$ cat src/rtl/mdu_issue_ctrl.sv
// ============================================================================
// mdu_issue_ctrl -- EX-stage initiator for the multiply/divide unit.
//
// Accepts decoded HI/LO-class instructions, issues a one-cycle operation
// pulse with operands to the MDU, tracks mult/div latency with a local
// down-counter and stalls the pipeline for any HI/LO instruction that would
// collide with an in-flight operation. MFHI/MFLO return MDU HI/LO data
// combinationally in their accept cycle.
//
// Ports:
//   clk, reset        rising-edge clock, asynchronous active-high reset
//   i_valid, i_op     EX instruction valid and decoded class (0..8)
//   i_rs_data/rt_data forwarded source operands
//   i_flush           kill the EX instruction this cycle
//   mdu_busy/hi/lo    MDU status and result registers
//   o_mdu_op          one-cycle operation pulse to the MDU
//   o_mdu_operand1/2  operands to the MDU (held after issue)
//   o_stall           freeze IF/ID/EX this cycle
//   o_read_data       HI/LO value for an accepted MFHI/MFLO, else 0
//   o_stall_cycles    stall-cycle counter
//
// Build option: define MDU_ISSUE_PERF_EN to enable the o_stall_cycles
// counter; otherwise o_stall_cycles is tied to 0.
// ============================================================================
module mdu_issue_ctrl #(
   parameter int MULT_CYCLES = 5,
   parameter int DIV_CYCLES  = 10
) (
   input  logic        clk,
   input  logic        reset,
   input  logic        i_valid,
   input  logic [3:0]  i_op,
   input  logic [31:0] i_rs_data,
   input  logic [31:0] i_rt_data,
   input  logic        i_flush,
   input  logic        mdu_busy,
   input  logic [31:0] mdu_hi,
   input  logic [31:0] mdu_lo,
   output logic [3:0]  o_mdu_op,
   output logic [31:0] o_mdu_operand1,
   output logic [31:0] o_mdu_operand2,
   output logic        o_stall,
   output logic [31:0] o_read_data,
   output logic [31:0] o_stall_cycles
);

   localparam int MAX_CYC = (MULT_CYCLES > DIV_CYCLES) ? MULT_CYCLES : DIV_CYCLES;
   localparam int CNT_W   = (MAX_CYC < 2) ? 1 : $clog2(MAX_CYC + 1);

   localparam logic [1:0] S_IDLE  = 2'd0;
   localparam logic [1:0] S_ISSUE = 2'd1;
   localparam logic [1:0] S_BUSY  = 2'd2;

   localparam logic [3:0] OP_NONE  = 4'd0;
   localparam logic [3:0] OP_MULT  = 4'd1;
   localparam logic [3:0] OP_MULTU = 4'd2;
   localparam logic [3:0] OP_DIV   = 4'd3;
   localparam logic [3:0] OP_DIVU  = 4'd4;
   localparam logic [3:0] OP_MFHI  = 4'd5;
   localparam logic [3:0] OP_MFLO  = 4'd6;
   localparam logic [3:0] OP_MTLO  = 4'd8;

   logic [1:0]       state_q, state_d;
   logic [CNT_W-1:0] cnt_q, cnt_d;
   logic [3:0]       op_q, op_d;
   logic [31:0]      opnd1_q, opnd1_d;
   logic [31:0]      opnd2_q, opnd2_d;

   logic op_known;
   logic accept;
   logic issue;

   // Codes above 8 are treated as "none": never accepted, never stall.
   assign op_known = (i_op != OP_NONE) && (i_op <= OP_MTLO);
   assign o_stall  = i_valid && !i_flush && op_known &&
                     ((state_q != S_IDLE) || mdu_busy);
   assign accept   = i_valid && !i_flush && op_known && !o_stall;
   // Reads are serviced locally; everything else goes to the MDU.
   assign issue    = accept && (i_op != OP_MFHI) && (i_op != OP_MFLO);

   always_comb begin
      o_read_data = 32'd0;
      if (accept && (i_op == OP_MFHI)) o_read_data = mdu_hi;
      if (accept && (i_op == OP_MFLO)) o_read_data = mdu_lo;
   end

   always_comb begin
      state_d = state_q;
      cnt_d   = cnt_q;
      op_d    = OP_NONE;   // op is a pulse: it only survives the ISSUE cycle
      opnd1_d = opnd1_q;
      opnd2_d = opnd2_q;
      case (state_q)
         S_IDLE: begin
            if (issue) begin
               state_d = S_ISSUE;
               op_d    = i_op;
               opnd1_d = i_rs_data;
               opnd2_d = i_rt_data;
            end
         end
         S_ISSUE: begin
            // op_q still holds the class issued last cycle.
            if ((op_q == OP_MULT) || (op_q == OP_MULTU)) begin
               cnt_d   = CNT_W'(MULT_CYCLES);
               state_d = (MULT_CYCLES == 0) ? S_IDLE : S_BUSY;
            end else if ((op_q == OP_DIV) || (op_q == OP_DIVU)) begin
               cnt_d   = CNT_W'(DIV_CYCLES);
               state_d = (DIV_CYCLES == 0) ? S_IDLE : S_BUSY;
            end else begin
               state_d = S_IDLE;
            end
         end
         S_BUSY: begin
            // Leave on the same edge as the 1->0 count transition.
            if (cnt_q <= CNT_W'(1)) begin
               cnt_d   = '0;
               state_d = S_IDLE;
            end else begin
               cnt_d = cnt_q - CNT_W'(1);
            end
         end
         default: begin
            cnt_d   = '0;
            state_d = S_IDLE;
         end
      endcase
   end

   always_ff @(posedge clk or posedge reset) begin
      if (reset) begin
         state_q <= S_IDLE;
         cnt_q   <= '0;
         op_q    <= OP_NONE;
         opnd1_q <= 32'd0;
         opnd2_q <= 32'd0;
      end else begin
         state_q <= state_d;
         cnt_q   <= cnt_d;
         op_q    <= op_d;
         opnd1_q <= opnd1_d;
         opnd2_q <= opnd2_d;
      end
   end

   assign o_mdu_op       = op_q;
   assign o_mdu_operand1 = opnd1_q;
   assign o_mdu_operand2 = opnd2_q;

`ifdef MDU_ISSUE_PERF_EN
   logic [31:0] stall_cnt_q;

   // Free-running, wraps modulo 2^32.
   always_ff @(posedge clk or posedge reset) begin
      if (reset) begin
         stall_cnt_q <= 32'd0;
      end else if (o_stall) begin
         stall_cnt_q <= stall_cnt_q + 32'd1;
      end
   end

   assign o_stall_cycles = stall_cnt_q;
`else
   assign o_stall_cycles = 32'd0;
`endif

endmodule

$ cat config.mk
export PLATFORM = sky130hd
export DESIGN_NAME = mdu_issue_ctrl
export DESIGN_NICKNAME = d
export VERILOG_FILES = /design/src/rtl/mdu_issue_ctrl.sv
export SDC_FILE = /design/constraint.sdc
export NUM_CORES = 1
export LEC_CHECK = 0
export ABC_AREA = 0
export BUFFER_PORTS_ARGS = -buffer_cell sky130_fd_sc_hd__buf_2
export CAP_MARGIN = 30
export CORE_AREA = 2 2 106 108
export CTS_BUF_LIST = sky130_fd_sc_hd__clkbuf_8 sky130_fd_sc_hd__clkbuf_16
export DETAILED_ROUTE_END_ITERATION = 6
export DIE_AREA = 0 0 108 110
export PLACE_DENSITY_LB_ADDON = 0.15
export SLEW_MARGIN = 5
export SYNTH_ARGS = -nofsm -noshare
export SYNTH_HDL_FRONTEND = slang
export SYNTH_SLANG_ARGS = --single-unit
$ cat constraint.sdc
create_clock -name clk -period 2.6 [get_ports clk]
set_clock_uncertainty 0.05 [all_clocks]
set_input_delay 0.26 -clock clk [delete_from_list [all_inputs] [get_ports clk]]
set_output_delay 0.26 -clock clk [all_outputs]
set_load 0.005 [all_outputs]
# Yosys cells after proc, flatten, opt, wreduce, memory -nomap -nowiden
# Cells that the tools add are included.
# W data, S select, Z words.
[word_totals]
reg_bits = 74
wordCells = 55
in_bits = 137
[classes]
n_eq_ne = 13
reduce_logical = 20
muxes = 13
add_sub_neg = 1
magnitude_cmp = 2
bitwise_logic = 1
[op_table]
columns = ["op", "n"]
rows = [
  ["$mux W32", 2],
  ["$mux W4", 5],
  ["$eq A4 B3 Y1 const B", 3],
  ["$pmux W4 S3", 1],
  ["$logic_and A1 B1 Y1", 9],
  ["$eq A4 B2 Y1 const B", 2],
  ["$mux W2", 4],
  ["$ne A4 B3 Y1 const B", 2],
  ["$pmux W2 S3", 1],
  ["$reduce_and A2 Y1", 3],
  ["$eq A4 B1 Y1 const B", 1],
  ["$le A4 B1 Y1 const B", 1],
  ["$le A4 B4 Y1 const B", 1],
  ["$ne A2 B2 Y1 const B", 2],
  ["$reduce_bool A4 Y1", 1],
  ["$sub A4 B1 Y4 const B", 1],
  ["$logic_or A1 B1 Y1", 3],
  ["$ne A3 B3 Y1 const B", 1],
  ["$eq A2 B1 Y1 const B", 1],
  ["$eq A2 B2 Y1 const B", 1],
  ["$logic_not A1 Y1", 2],
  ["$logic_not A2 Y1", 1],
  ["$reduce_bool A2 Y1", 1],
  ["$not A1 Y1", 1],
]

# Logic depth before layout (Yosys ltp)
# Gate-level depths: netlist (run 1).
[logic_depth]
word_depth = 10
ltp_mapped = 9

# Least setup slack after synthesis (run 1)
# No wires, ideal clock.
[synth_timing]
path_kind = "in2reg"
start = "input i_op[0]"
end = "register opnd1_q[0] (netlist: o_mdu_operand1[0])"
cell_stages = 7
setup_ns = 0.127
path_buffers = 3
t_required_ns = 2.423
slack_ns = 0.687
arrival_time_ns = 1.735
path_cell_list = "o31a_1 -> nor4b_2 -> and3_1 -> buf_4 -> buf_12 -> buf_8 -> mux2_1"
[synth_between]
elab_chain_cells = 9
word_cells_on_any_way = 12
classes_between = "order compare: 1; eq/ne: 2; reduce/logical: 9"
[synth_lines]
columns = ["item", "line_no", "text"]
rows = [
  ["start, declared", "32", "input logic [3:0] i_op,"],
  ["$le A4 B4 Y1 or $reduce_bool A4 Y1 (tied branches)", "74", "assign op_known = (i_op != OP_NONE) && (i_op <= OP_MTLO);"],
  ["$logic_and A1 B1 Y1", "74", ""],
  ["$logic_and A1 B1 Y1", "75, 77", ""],
  ["$logic_and A1 B1 Y1", "75", "assign o_stall = i_valid && !i_flush && op_known &&"],
  ["$logic_not A1 Y1", "77", "assign accept = i_valid && !i_flush && op_known && !o_stall;"],
  ["$logic_and A1 B1 Y1", "77", ""],
  ["$logic_and A1 B1 Y1", "79", "assign issue = accept && (i_op != OP_MFHI) && (i_op != OP_MFLO);"],
  ["$logic_and A1 B1 Y1 *", "79", ""],
  ["$reduce_and A2 Y1 (no line) *", "-", ""],
  ["end signal, assigned", "141", "opnd1_q <= opnd1_d;"],
  ["end, declared", "66", "logic [31:0] opnd1_q, opnd1_d;"],
]
# Mark *: on every way between the ends. The rest lies on a longest branch, timed or not.
# A chain may end at the register's enable or synchronous reset.

# Final worst setup path (run 1)
[layout_timing]
start = "register state_q[0]"
end = "output o_read_data[28]"
[layout_between]
elab_chain_cells = 8
word_cells_on_any_way = 9
classes_between = "mux: 2; reduce/logical: 7"
[layout_lines]
columns = ["item", "line_no", "text"]
rows = [
  ["start, declared", "63", "logic [1:0] state_q, state_d;"],
  ["start signal, assigned", "138", "state_q <= state_d;"],
  ["$reduce_bool A2 Y1 *", "76", "((state_q != S_IDLE) || mdu_busy);"],
  ["$logic_or A1 B1 Y1 *", "76", ""],
  ["$logic_and A1 B1 Y1 *", "75", ""],
  ["$logic_not A1 Y1 *", "77", ""],
  ["$logic_and A1 B1 Y1 *", "77", ""],
  ["$logic_and A1 B1 Y1", "83", "if (accept && (i_op == OP_MFHI)) o_read_data = mdu_hi;"],
  ["$mux W32", "83", ""],
  ["$mux W32 *", "84", "if (accept && (i_op == OP_MFLO)) o_read_data = mdu_lo;"],
  ["end, declared", "43", "output logic [31:0] o_read_data,"],
]
# Marks and branches as above.

==> results.cfg, run 1 <==
[status]
status = complete, no violations

[place]
gp_congestion = 0.766
dp_cells = 678
post-dp-hpwl_um = 7990
port_buffers = 237

[grt]
globalRouteTotalUtil_pct = 16.6
grt_pass1_wl_um = 15200
gr-total-overflow = 0
grt_max_degree = 45
grt_pass1_vias = 3034
antenna_found_initial = 0

[clocking]
ctsResizeCount = 0
cts_tree = done
cts_sinks = 74
clk_pin_slew_ps = 90
clock_latency_ps = 340
root_buffer = clkbuf_8
htree_levels = 3
cts_buffers = 9
cts_max_path_buffers = 2

[route]
viasPerCell = 4.57
dr.max_layer_used = met4
vias = 3178
wl_per_cell_um = 14.7
dr.pass1.iters = 4
first_iter_violations = 112
drtAntennaViolNets = 0
drt_wl_total_um = 10200
wl_met1_um = 3940
route.met3.wl_um = 749
wl_met2_um = 5450
drcViolationCount = 0

[worst_setup_path]
crit_path_start = state_q[0]
critical_path_class = flop to output port
cp.required_ps = 2290
path_cells = inv_1 > ha_1 > inv_1 > nor2_1 > nand3_1 > buf_4 > nor2_1 > buf_2
ff2ff_setup_slack_ps = 350
r2r_start = state_q[0]
cpMaxStageDelayCell = dfrtp_1
worstPathArrival_ps = 2020
end_kind = output port
startpoint_type = flop
worstPathMaxFanout = 32
slowest_delay_ps = 410

[sta]
finalCriticalPeriod_ps = 2330
drv_slew = 0
final_hold_viol_count = 0
clock.fmax_ghz = 0.429
setup_viol = 0
worst_pin_slew_ps = 734
fin_crit_sh_pct = 89.7
rsz0062_at_grt = no
relSlewSlack_pct = 51.0
tns_ps = 0

[pwr]
p_leak_nw = 2.75
power.density_mw_per_mm2 = 844
ir_drop_mv = 0.488

[synthesis]
synth_top_flop_cell = dfrtp_1
synth_cells = 312
seq_area_frac_synth_pct = 48.5
async_flop_share_pct = 100
synth_cell_type_count = 37
avgSynthCellArea_um2 = 12.2
yosysWarnings = 0
synth_enable_flop_cells = 0
synth-seq-cells = 74
syn-cell-area_mm2 = 0.00382

[layout]
drive_gt1_share_pct = 58.9
fin_cells = 695
area_growth_syn_to_layout_pct = 36.2
nets = 693
diodes = 0

[hold_path]
worstHoldStart = i_rs_data[4]
min_path_type = input pin to flop

[die]
start_util_pct = 35.7
dieArea_mm2 = 0.0119
ioPinCount = 270
fp-row-count = 38
die_h_um = 110
coreArea_mm2 = 0.0107
fp.dieW_um = 108

[flow_run]
drv_cap = 0
==> state kept, by name, indices dropped and copies added (netlist names) <==
name and count:
cnt_q 4, o_mdu_op 4, o_mdu_operand1 32, o_mdu_operand2 32
state_q 2
==> cells by family (layout without fill, tap and decap cells) <==
group,after synthesis,in the layout,synth area share [%]
XOR/XNOR,1,1,0.229
AO/OA/AOI/OAI,51,51,10.1
flip-flops,74,74,48.5
adder cells (fa/ha/maj),6,6,1.97
multiplexers,66,66,21.4
AND/OR/NAND/NOR,54,54,6.78
buffers and inverters,59,271,10.9
other,1,32,0.0982
==> Yosys cell counts (2+ instances only) <==
master | n | area (um^2)
o211ai_1 | 2 | 15.0
ha_1 | 6 | 75.1
buf_4 | 36 | 270
nor2_1 | 34 | 128
buf_12 | 3 | 60.1
and2_1 | 4 | 25.0
o21ai_0 | 2 | 10.0
inv_1 | 8 | 30.0
and3_1 | 3 | 18.8
a22oi_1 | 32 | 240
clkbuf_1 | 11 | 41.3
a22o_1 | 2 | 17.5
dfrtp_1 | 74 | 1850
nor2b_1 | 4 | 25.0
mux2_2 | 39 | 439
mux2_4 | 20 | 300
nor4b_1 | 2 | 17.5
nand2_1 | 2 | 7.51
o31ai_1 | 4 | 30.0
mux2_1 | 7 | 78.8
==> what timing repair did <==
action	CTS	global route
setup buffers	0	0
endpoints found under the setup margin	0	0
hold buffers	1	0
endpoints found under the hold margin	6	0
==> cell type report <==
class                      instances  area [um^2]
clock inverter                     7         60.1
inverter                           8         30.0
tap                              140          175
clock buffer                       9          124
sequential                        74         1850
fill                            1027         5490
timing repair buffer             247         1290
multi-input combinational        210         1670
==> per-layer routing <==
| layer | GRT usage, % | up-vias |
|---|---|---|
| li1 | - | 1522 |
| met3 | 3.82 | 4 |
| met4 | 5.22 | 0 |
| met5 | 0 | - |
| met1 | 19.2 | 1507 |
| met2 | 30.5 | 145 |
==> worst paths after layout <==
kind / endpoint / cells after the start
worst max-delay path: o_read_data[28] / 8
worst max register to register: o_mdu_operand2[2] / 7
min in group asynchronous: o_mdu_operand2[14] / 3
max in group asynchronous: state_q[1] / 4
worst min register to register: o_mdu_operand1[5] / 1
worst min-delay path: o_mdu_operand1[4] / 2
==> placed cells by master (no fill, tap or decap), drive strengths merged, types with 2 or more instances in the layout <==
cell type  netlist  routed
buf             40     246
nor2b            4       4
a22oi           32      32
o31ai            4       4
ha               6       6
a22o             2       2
and2             4       4
o21ai            2       2
inv              8      11
clkbuf          11       9
nand2            2       2
clkinvlp         0       3
nor4b            3       3
dfrtp           74      74
o211ai           2       2
mux2            66      66
nor2            34      34
and3             3       3
conb             1      32
==> per-stage QoR <==
| stage | hold WS [ps] | util (%) | instance area, um^2 | power, mW | setup slack (ps) |
|---|---|---|---|---|---|
| 6_report | 71.5 | 48.6 | 5200 | 4.39 | 267 |
| 5_1_grt | 47.5 | 48.6 | 5200 | 4.72 | 60.4 |
| 4_1_cts | 55.0 | 48.6 | 5200 | 4.45 | 220 |
| 3_5_place_dp | 377 | 46.8 | 5010 | 3.60 | 353 |
| 3_3_place_gp | 397 | 46.8 | 5010 | 3.55 | 450 |
| 2_1_floorplan | 339 | - | 3940 | 2.84 | 408 |
==> power breakdown <==
part           switching, mW  internal, mW
clock network          0.468         0.361
logic                  0.654         0.975
registers              0.260          1.67
total                   1.38          3.01
==> critical path: cells and delay by family (launching register included) <==
kind / cells / cell delay [ps]
adders and majority gates: 1 / 190
buffers and inverters: 4 / 600
DFF: 1 / 410
and+or+nand+nor: 3 / 460
No activity file was read; power rests on OpenSTA's default activity.
==> run 2: changes to the inputs <==
==> constraint.sdc (replaced) <==
create_clock -name clk -period 2.27 [get_ports clk]
set_clock_uncertainty 0.05 [all_clocks]
set_input_delay 0.227 -clock clk [delete_from_list [all_inputs] [get_ports clk]]
set_output_delay 0.227 -clock clk [all_outputs]
set_load 0.005 [all_outputs]
==> run 2 against run 1 <==
Clock power up 21%. Count of clock-buffer cells in the layout stayed put. Via count up 2.4%. Sequential power grew 14%. Global-route usage is 0.37 points higher.
==> results.cfg, run 2 (synthesis gave the netlist of run 1 again) <==
[grt]
grt_max_degree = 48
gr-total-overflow = 0
grt_pass1_wl_um = 15700
grt_pass1_vias = 3235
antenna_found_initial = 0
globalRouteTotalUtil_pct = 17.0

[layout]
mostFrequentLayoutCell = buf_2
drive_gt1_share_pct = 60.4
nets = 703
fin_cells = 705
mostFrequentLayoutCells = 237 x buf_2, 74 x dfrtp_1, 39 x mux2_2, 33 x nor2_1
stdcell_area_mm2 = 0.00544
diodes = 0
area_growth_syn_to_layout_pct = 42.4

[place]
port_buffers = 237
dp_cells = 683
gp_congestion = 0.766
placed_area_mm2 = 0.00510
post-dp-hpwl_um = 8180

[pwr]
power_mw = 5.14
p_leak_nw = 2.86
ir_drop_mv = 0.459
power.density_mw_per_mm2 = 944

[sta]
setup_viol = 0
hold_ws_ps = 52.4
relSlewSlack_pct = 60.7
worst_pin_slew_ps = 589
clock.fmax_ghz = 0.467
drv_slew = 0
fin_crit_sh_pct = 94.4
finalCriticalPeriod_ps = 2140
final_hold_viol_count = 0

[clocking]
clock_latency_ps = 330
clk_pin_slew_ps = 90
root_buffer = clkbuf_8
htree_levels = 3
cts_max_path_buffers = 2
cts_sinks = 74
cts_buffers = 9
cts_tree = done

[worst_setup_path]
startpoint_type = flop
end_kind = output port
worstPathArrival_ps = 1870
cp.required_ps = 1990
critical_path_class = flop to output port
worstPathMaxFanout = 8

[status]
status = complete, no violations

[hold_path]
min_path_type = input pin to flop

[route]
viasPerCell = 4.62
drcViolationCount = 0
wl_per_cell_um = 14.8
dr.pass1.iters = 4
drt_wl_total_um = 10400
vias = 3255
first_iter_violations = 133
drtAntennaViolNets = 0

[die]
ioPinCount = 270
fp-row-count = 38
fp.dieW_um = 108
coreArea_mm2 = 0.0107
dieArea_mm2 = 0.0119
start_util_pct = 35.7
die_h_um = 110

[flow_run]
drv_cap = 0
-- run 2: cell types whose count changed in the layout (fill, tap and decap cells not counted), moves of 2 or more --
cell | previous run | this run
buf_4 | 7 | 9
inv_2 | 1 | 4
clkinvlp_4 | 3 | 1
clkbuf_16 | 0 | 2
buf_12 | 2 | 7
-- run 2: final cells by class --
type / instances / area, um^2
Fill cell: 976 / 5260
Sequential cell: 74 / 1850
Multi-Input combinational cell: 210 / 1710
Timing Repair Buffer: 257 / 1480
Tap cell: 140 / 175
Clock buffer: 9 / 124
Clock inverter: 7 / 71.3
Inverter: 8 / 30.0
-- run 2: layer usage --
| metal | GRT usage [%] | part of all wire, % |
|---|---|---|
| met5 | 0 | 0 |
| met1 | 18.8 | 37 |
| met4 | 5.13 | 1.5 |
| met2 | 32.1 | 54 |
| met3 | 4.23 | 7.1 |
-- run 2: stage by stage --
stage | setup TNS (ps) | utilization (%) | setup WS [ps]
6_report | 0 | 50.9 | 127
5_1_grt | -2.15 | 50.9 | -2.15
4_1_cts | 0 | 50.2 | 5.24
3_5_place_dp | 0 | 47.6 | 214
3_3_place_gp | 0 | 47.6 | 234
2_1_floorplan | 0 | - | 111
-- run 2: worst max-delay path, cell delays in order (launching register included) --
cell	delay [ps]
dfrtp_1	390
inv_2	100
ha_4	150
inv_2	70
nor2_4	90
buf_4	130
nand3_4	140
clkbuf_16	220
nor2_1	100
buf_2	140
-- run 2: path summary, 6_finish.rpt --
kind	startpoint	to	slack (ps)	cells past startpoint
worst max-delay path	state_q[0]	o_read_data[9]	130	9
worst min-delay path	i_rs_data[5]	o_mdu_operand1[5]	50	2
worst max register to register	state_q[0]	o_mdu_operand2[16]	400	8
worst min register to register	o_mdu_operand1[5]	o_mdu_operand1[5]	440	1
max in group asynchronous	reset	o_mdu_operand1[0]	1060	4
min in group asynchronous	reset	o_mdu_operand2[14]	440	3
-- run 2: power by group --
part / leakage, nW / switching (mW) / internal (mW)
Combinational: 1.85 / 0.764 / 1.17
Clock: 0.102 / 0.491 / 0.508
Sequential: 0.913 / 0.284 / 1.92
Total: 2.86 / 1.54 / 3.60
-- run 2: timing repair --
action / CTS / global route
setup buffers: 2 / 0
pin swaps: 0 / 1
gates cloned: 1 / 2
hold buffers: 1 / 0
endpoints found under the hold margin: 27 / 0
endpoints found under the setup margin: 32 / 22
gates resized for setup: 9 / 4
